### src/rtl/t_b_pkg.sv
// Shared definitions for the temporal-to-binary decoder: FSM states and default sizing.
package t_b_pkg;

    typedef enum logic {
        IDLE = 1'b0,
        RUN  = 1'b1
    } state_t;

    localparam int DEF_NUM_LINES         = 16;
    localparam int DEF_GAMMA_CYCLE_WIDTH = 16;

endpackage

### src/rtl/t_b_lane.sv
// One temporal line: rising-edge detect and first-arrival capture within a gamma cycle.
module t_b_lane #(
    parameter int GAMMA_CYCLE_WIDTH = 16,
    parameter int CNT_W             = 4,
    parameter int VAL_WIDTH         = 5
) (
    input  logic                 aclk,
    input  logic                 grst,
    input  logic                 run,
    input  logic [CNT_W-1:0]     cnt,
    input  logic                 t_in,
    output logic [VAL_WIDTH-1:0] value
);

    logic             prev;
    logic             got;
    logic [CNT_W-1:0] cap;
    logic             first;
    logic             prev_eff;
    logic             got_eff;
    logic             hit;

    // Counter 0 opens a new gamma cycle: history from the previous one is ignored.
    assign first    = (cnt == '0);
    assign prev_eff = prev && !first;
    assign got_eff  = got && !first;
    assign hit      = run && t_in && !prev_eff && !got_eff;

    // Includes an arrival in the current cycle so the G-1 sample is counted.
    assign value = hit     ? VAL_WIDTH'(cnt) :
                   got_eff ? VAL_WIDTH'(cap) :
                             VAL_WIDTH'(GAMMA_CYCLE_WIDTH);

    always_ff @(posedge aclk or posedge grst) begin
        if (grst) begin
            prev <= 1'b0;
            got  <= 1'b0;
            cap  <= '0;
        end else if (!run) begin
            prev <= 1'b0;
            got  <= 1'b0;
        end else begin
            prev <= t_in;
            got  <= got_eff || hit;
            if (hit) begin
                cap <= cnt;
            end
        end
    end

endmodule

### src/rtl/t_b_decoder.sv
// Temporal-to-binary decoder: converts per-line spike arrival times within a gamma cycle to values.
module t_b_decoder
    import t_b_pkg::*;
#(
    parameter int  NUM_LINES         = DEF_NUM_LINES,
    parameter int  GAMMA_CYCLE_WIDTH = DEF_GAMMA_CYCLE_WIDTH,
    localparam int VAL_WIDTH         = $clog2(GAMMA_CYCLE_WIDTH) + 1
) (
    input  logic                           aclk,
    input  logic                           grst,
    input  logic                           en,
    input  logic [NUM_LINES-1:0]           t_in,
    output logic                           gamma_start,
    output logic [NUM_LINES*VAL_WIDTH-1:0] out_values,
    output logic                           out_valid,
    input  logic                           out_ready,
    output logic                           overrun
);

    localparam int               CNT_W = (VAL_WIDTH > 1) ? VAL_WIDTH - 1 : 1;
    localparam logic [CNT_W-1:0] LAST  = CNT_W'(GAMMA_CYCLE_WIDTH - 1);

    state_t                         state;
    logic [CNT_W-1:0]               cnt;
    logic                           run;
    logic                           load;
    logic [NUM_LINES*VAL_WIDTH-1:0] lane_values;

    // A cycle with en low is not processed, so a dropped enable never produces a load.
    assign run  = (state == RUN) && en;
    assign load = run && (cnt == LAST);

    for (genvar g = 0; g < NUM_LINES; g++) begin : g_lane
        t_b_lane #(
            .GAMMA_CYCLE_WIDTH(GAMMA_CYCLE_WIDTH),
            .CNT_W            (CNT_W),
            .VAL_WIDTH        (VAL_WIDTH)
        ) u_lane (
            .aclk (aclk),
            .grst (grst),
            .run  (run),
            .cnt  (cnt),
            .t_in (t_in[g]),
            .value(lane_values[g*VAL_WIDTH +: VAL_WIDTH])
        );
    end

    always_ff @(posedge aclk or posedge grst) begin
        if (grst) begin
            state       <= IDLE;
            cnt         <= '0;
            gamma_start <= 1'b0;
        end else begin
            case (state)
                IDLE: begin
                    cnt         <= '0;
                    gamma_start <= en;
                    if (en) begin
                        state <= RUN;
                    end
                end
                RUN: begin
                    if (!en) begin
                        state       <= IDLE;
                        cnt         <= '0;
                        gamma_start <= 1'b0;
                    end else begin
                        cnt         <= (cnt == LAST) ? '0 : cnt + CNT_W'(1);
                        gamma_start <= (cnt == LAST);
                    end
                end
                default: begin
                    state       <= IDLE;
                    cnt         <= '0;
                    gamma_start <= 1'b0;
                end
            endcase
        end
    end

    // A load coinciding with a transfer is a clean hand-over, not an overrun.
    always_ff @(posedge aclk or posedge grst) begin
        if (grst) begin
            out_values <= '0;
            out_valid  <= 1'b0;
            overrun    <= 1'b0;
        end else if (load) begin
            out_values <= lane_values;
            out_valid  <= 1'b1;
            if (out_valid && !out_ready) begin
                overrun <= 1'b1;
            end
        end else if (out_valid && out_ready) begin
            out_valid <= 1'b0;
        end
    end

endmodule

### config.mk
export PLATFORM = sky130hd
export DESIGN_NAME = t_b_decoder
export DESIGN_NICKNAME = d
export VERILOG_FILES = /design/src/rtl/t_b_pkg.sv /design/src/rtl/t_b_lane.sv /design/src/rtl/t_b_decoder.sv
export SDC_FILE = /design/constraint.sdc
export NUM_CORES = 1
export LEC_CHECK = 0
export CAP_MARGIN = 15
export CORE_MARGIN = 5
export CORE_UTILIZATION = 50
export CTS_CLUSTER_DIAMETER = 80
export DETAILED_ROUTE_END_ITERATION = 6
export PLACE_DENSITY_LB_ADDON = 0.05
export RECOVER_POWER = 100
export SETUP_SLACK_MARGIN = 0.5
export SYNTH_ARGS = -nofsm -noshare
export SYNTH_HDL_FRONTEND = slang
export SYNTH_SLANG_ARGS = --single-unit
export TNS_END_PERCENT = 10
### constraint.sdc
create_clock -name aclk -period 6.6 [get_ports aclk]
set_input_delay 1.32 -clock aclk [delete_from_list [all_inputs] [get_ports aclk]]
set_output_delay 1.32 -clock aclk [all_outputs]
set_load 0.01 [all_outputs]
==> impl_metrics.env <==
export IMPL_rr_worst_depth=6
export IMPL_total_of_hold_buffers_inserted_after_clock_tree_synthesis=0
export IMPL_area_sequential_sq_um=4600
export IMPL_cts_inserted_buffers=17
export IMPL_initial_utilization_pct=51.0
export IMPL_setup_total_negative_slack_ns=0
export IMPL_sw_frac_of_total_pct=22.3
export IMPL_yosysTopAreaCell="sky130_fd_sc_hd__dfrtp_1"
export IMPL_p_per_area_nw_per_um2=253
export IMPL_worst_path_max_fanout=42
export IMPL_via_count_of_the_first_global_routing_pass=6381
export IMPL_hold_violations=0
export IMPL_top_level_ports=103
export IMPL_drt_total_wl_mm=20.7
export IMPL_placeableCoreArea_sq_um=15900
export IMPL_layout_drive_gt1_share_pct=7.58
export IMPL_cts_tree="yes"
export IMPL_synthMostInstantiatedCell="sky130_fd_sc_hd__dfrtp_1"
export IMPL_postSynth_asyncResetShare_pct=100
export IMPL_pwr_share_comb_pct=5.7
export IMPL_synth_ff_latch_count=184
export IMPL_internal_power_w=0.00191
export IMPL_drt_iter0_drc=416
export IMPL_dp_worst_setup_slack_ns=2.41
export IMPL_synth_sequential_area_ratio_pct=56.9
export IMPL_clock_skew_final_ns=0.00593
export IMPL_synth_cells=754
export IMPL_vias_per_cell=6.18
export IMPL_clk_root_buffer_cell="sky130_fd_sc_hd__clkbuf_16"
export IMPL_multiInputGateArea_sq_um=3050
export IMPL_yosys_most_used_dff="sky130_fd_sc_hd__dfrtp_1"
export IMPL_detailroute_via_count=6389
export IMPL_htreeDepth=4
export IMPL_dieHeight_um=137
export IMPL_post_cts_setup_buffers=0
export IMPL_grt_pass1_wl_mm=33.4
export IMPL_yosys_top_cells_count="184 x sky130_fd_sc_hd__dfrtp_1, 78 x sky130_fd_sc_hd__a21oi_1, 75 x sky130_fd_sc_hd__nand3_1"
export IMPL_post_route_util_pct=61.2
export IMPL_ys_warn_count=0
export IMPL_layout_cells_non_filler=1034
export IMPL_finalPower_w=0.00246
export IMPL_p_leak_nw=4.65
export IMPL_final_max_slew_violation_count=47
export IMPL_max_cap_viol_count=1
export IMPL_failing_checks="max-capacitance violations, max-slew violations"
export IMPL_cts_clk_slew_worst_paths_ns=0.06
export IMPL_power_switching_w=0.000549
export IMPL_floorplan_rows=46
export IMPL_area_growth_pct=20.1
export IMPL_dp_hpwl_mm=12.4
export IMPL_worst_setup_path_end_kind="flop"
export IMPL_numPlacedInstances=1002
export IMPL_final_nets=827
export IMPL_wire_per_inst_um=20.0
export IMPL_drc=0
export IMPL_run_status="finished, violations left"
export IMPL_p_seq_share_pct=48.2
export IMPL_maximum_number_of_pins_on_one_net_before_global_route_repair=185
export IMPL_antenna_diode_count=0
export IMPL_fp_dieArea_sq_um=18800
export IMPL_number_of_flops_mapped_to_enable_cells_by_yosys=0
export IMPL_synthesis_area_per_instance_sq_um=10.7
export IMPL_post_synth_instance_area_sq_um=8100
export IMPL_postSynthNetCount=776
export IMPL_post_route_min_period_ns=4.83
export IMPL_share_clk_of_total_power_pct=46.1
export IMPL_final_period_utilization_pct=73.2
export IMPL_synth_top_cell_area_share_pct=56.9
export IMPL_cp_arrival_ns=5.11
export IMPL_fmax_mhz=207
export IMPL_synthDistinctLibCells=38
export IMPL_fp_dieW_um=137
export IMPL_antenna_found_initial=0
export IMPL_place_congestion=0.828
export IMPL_antenna_left=0
export IMPL_min_delay_path_depth=1
export IMPL_irDropWorstVdd_mv=0.179
export IMPL_fillCellCount=1317
export IMPL_all_layer_gr_usage_pct=22.7
export IMPL_drt_pass1_iter_count=5
export IMPL_post_synth_main_area_contributors="sky130_fd_sc_hd__dfrtp_1 57%, sky130_fd_sc_hd__a31oi_1 5.0%, sky130_fd_sc_hd__a21oi_1 4.8%"
export IMPL_startpoint_type="primary input"
export IMPL_grt_setup_unrepaired="no"
export IMPL_numClockSinks=184
export IMPL_cts_max_path_buffers=2
export IMPL_path_class="in -> reg"
export IMPL_overflow=0
export IMPL_numPortBuffers=102
export IMPL_post_cts_resize_count=0
export IMPL_timing_worst_slew_pin_value_ns=1.89
export IMPL_setup_viol=0
export IMPL_hp_class="reg -> reg"
export IMPL_postLayoutSetupSlackWorst_ns=1.77
export IMPL_slew_headroom_pct=-26.0
export IMPL_clk_latency_ns=0.43
export IMPL_critical_path_required_ns=6.88
[worst paths after layout]
check | endpoint | slack (ns) | startpoint
worst max-delay path | out_values[20] | 1.77 | en
worst min-delay path | g_lane[7].u_lane.cap[2] | 0.48 | g_lane[7].u_lane.cap[2]
worst max register to register | g_lane[9].u_lane.cap[3] | 2.02 | cnt[1]
worst min register to register | g_lane[7].u_lane.cap[2] | 0.48 | g_lane[7].u_lane.cap[2]
max in group asynchronous | g_lane[2].u_lane.cap[1] | 4.26 | grst
min in group asynchronous | out_values[48] | 1.66 | grst
[logic make-up (layout without fill, tap and decap cells)]
group | after synthesis | in the layout | synth area share (%)
AO/OA/AOI/OAI | 326 | 326 | 28.2
XOR/XNOR | 1 | 1 | 0.108
adder cells (fa/ha/maj) | 2 | 2 | 0.309
buffers and inverters | 95 | 159 | 5.24
flip-flops | 184 | 184 | 56.9
AND/OR/NAND/NOR | 146 | 146 | 9.27
[placed cells by master (no fill, tap or decap), types with 3 or more instances in the layout]
cell type                         netlist  routed
sky130_fd_sc_hd__dlygate4sd3_1          0      85
sky130_fd_sc_hd__a21boi_1               4       4
sky130_fd_sc_hd__buf_4                  0       4
sky130_fd_sc_hd__a22o_1                19      19
sky130_fd_sc_hd__nand4_1                5       5
sky130_fd_sc_hd__inv_1                 18      17
sky130_fd_sc_hd__a31oi_1               65      65
sky130_fd_sc_hd__clkbuf_1              32       5
sky130_fd_sc_hd__and3_1                24      23
sky130_fd_sc_hd__a211oi_1               5      14
sky130_fd_sc_hd__clkinv_2               0       3
sky130_fd_sc_hd__a32o_1                16      16
sky130_fd_sc_hd__a21bo_2               15      15
sky130_fd_sc_hd__o21ai_0               30      46
sky130_fd_sc_hd__o211ai_1              32      32
sky130_fd_sc_hd__dfrtp_1              184     184
sky130_fd_sc_hd__nor2_1                18      17
sky130_fd_sc_hd__clkdlybuf4s50_1        0      17
sky130_fd_sc_hd__a21oi_1               78      78
sky130_fd_sc_hd__bufinv_16              0       5
sky130_fd_sc_hd__nand3_1               75      75
sky130_fd_sc_hd__clkbuf_8               0       4
sky130_fd_sc_hd__nand2_1               16      15
sky130_fd_sc_hd__a21bo_1               28      28
sky130_fd_sc_hd__clkbuf_16              0      17
[per-stage QoR]
| stage | area [sq um] | hold slack (ns) |
|---|---|---|
| 6_report | 9720 | 0.479 |
| 3_5_place_dp | 9120 | 0.464 |
| 4_1_cts | 9780 | 0.483 |
| 5_1_grt | 9720 | 0.493 |
| 3_3_place_gp | 9120 | 0.457 |
| 2_1_floorplan | 8100 | 0.448 |
[layer usage]
metal	vias up	GRT usage (%)	part of all wire, %
met3	20	4.09	5.2
li1	2928	-	-
met2	200	36.5	49
met4	0	6.43	1.1
met1	3241	31.7	45
met5	-	0	0
[layout make-up]
type                    count  share of cell area (%)
multi-input cells         475                    31.3
flip-flops and latches    184                    47.3
repair buffers            109                    11.1
clock inverters             8                    1.70
inverters                  18                   0.708
well taps                 216                    2.78
clock buffers              24                    5.06
[registers in the layout (all words and copies together) (netlist names)]
| signal | flops |
|---|---|
| g_lane.u_lane.got | 16 |
| g_lane.u_lane.prev | 16 |
| g_lane.u_lane.cap | 64 |
| out_values | 80 |
| state | 1 |
| cnt | 4 |
| out_valid | 1 |
| gamma_start | 1 |
| overrun | 1 |
[power by group through the flow]
stage,Sequential (W),Combinational [W],Clock (W)
finish,0.00119,0.000141,0.00113
global route,0.00119,0.000157,0.00119
CTS,0.00119,0.000146,0.00115
detailed placement,0.00121,0.000145,0
global placement,0.00120,0.000140,0
floorplan,0.00119,0.000110,0
[worst max-delay path: stages]
cell and delay [ns]:
sky130_fd_sc_hd__dlygate4sd3_1 0.52, sky130_fd_sc_hd__clkbuf_1 1.02, sky130_fd_sc_hd__nand2_2 0.78, sky130_fd_sc_hd__nor2_4 0.74, sky130_fd_sc_hd__buf_4 0.52, sky130_fd_sc_hd__a31oi_1 0.16
Note: power is estimated with default switching activity, not from simulation.
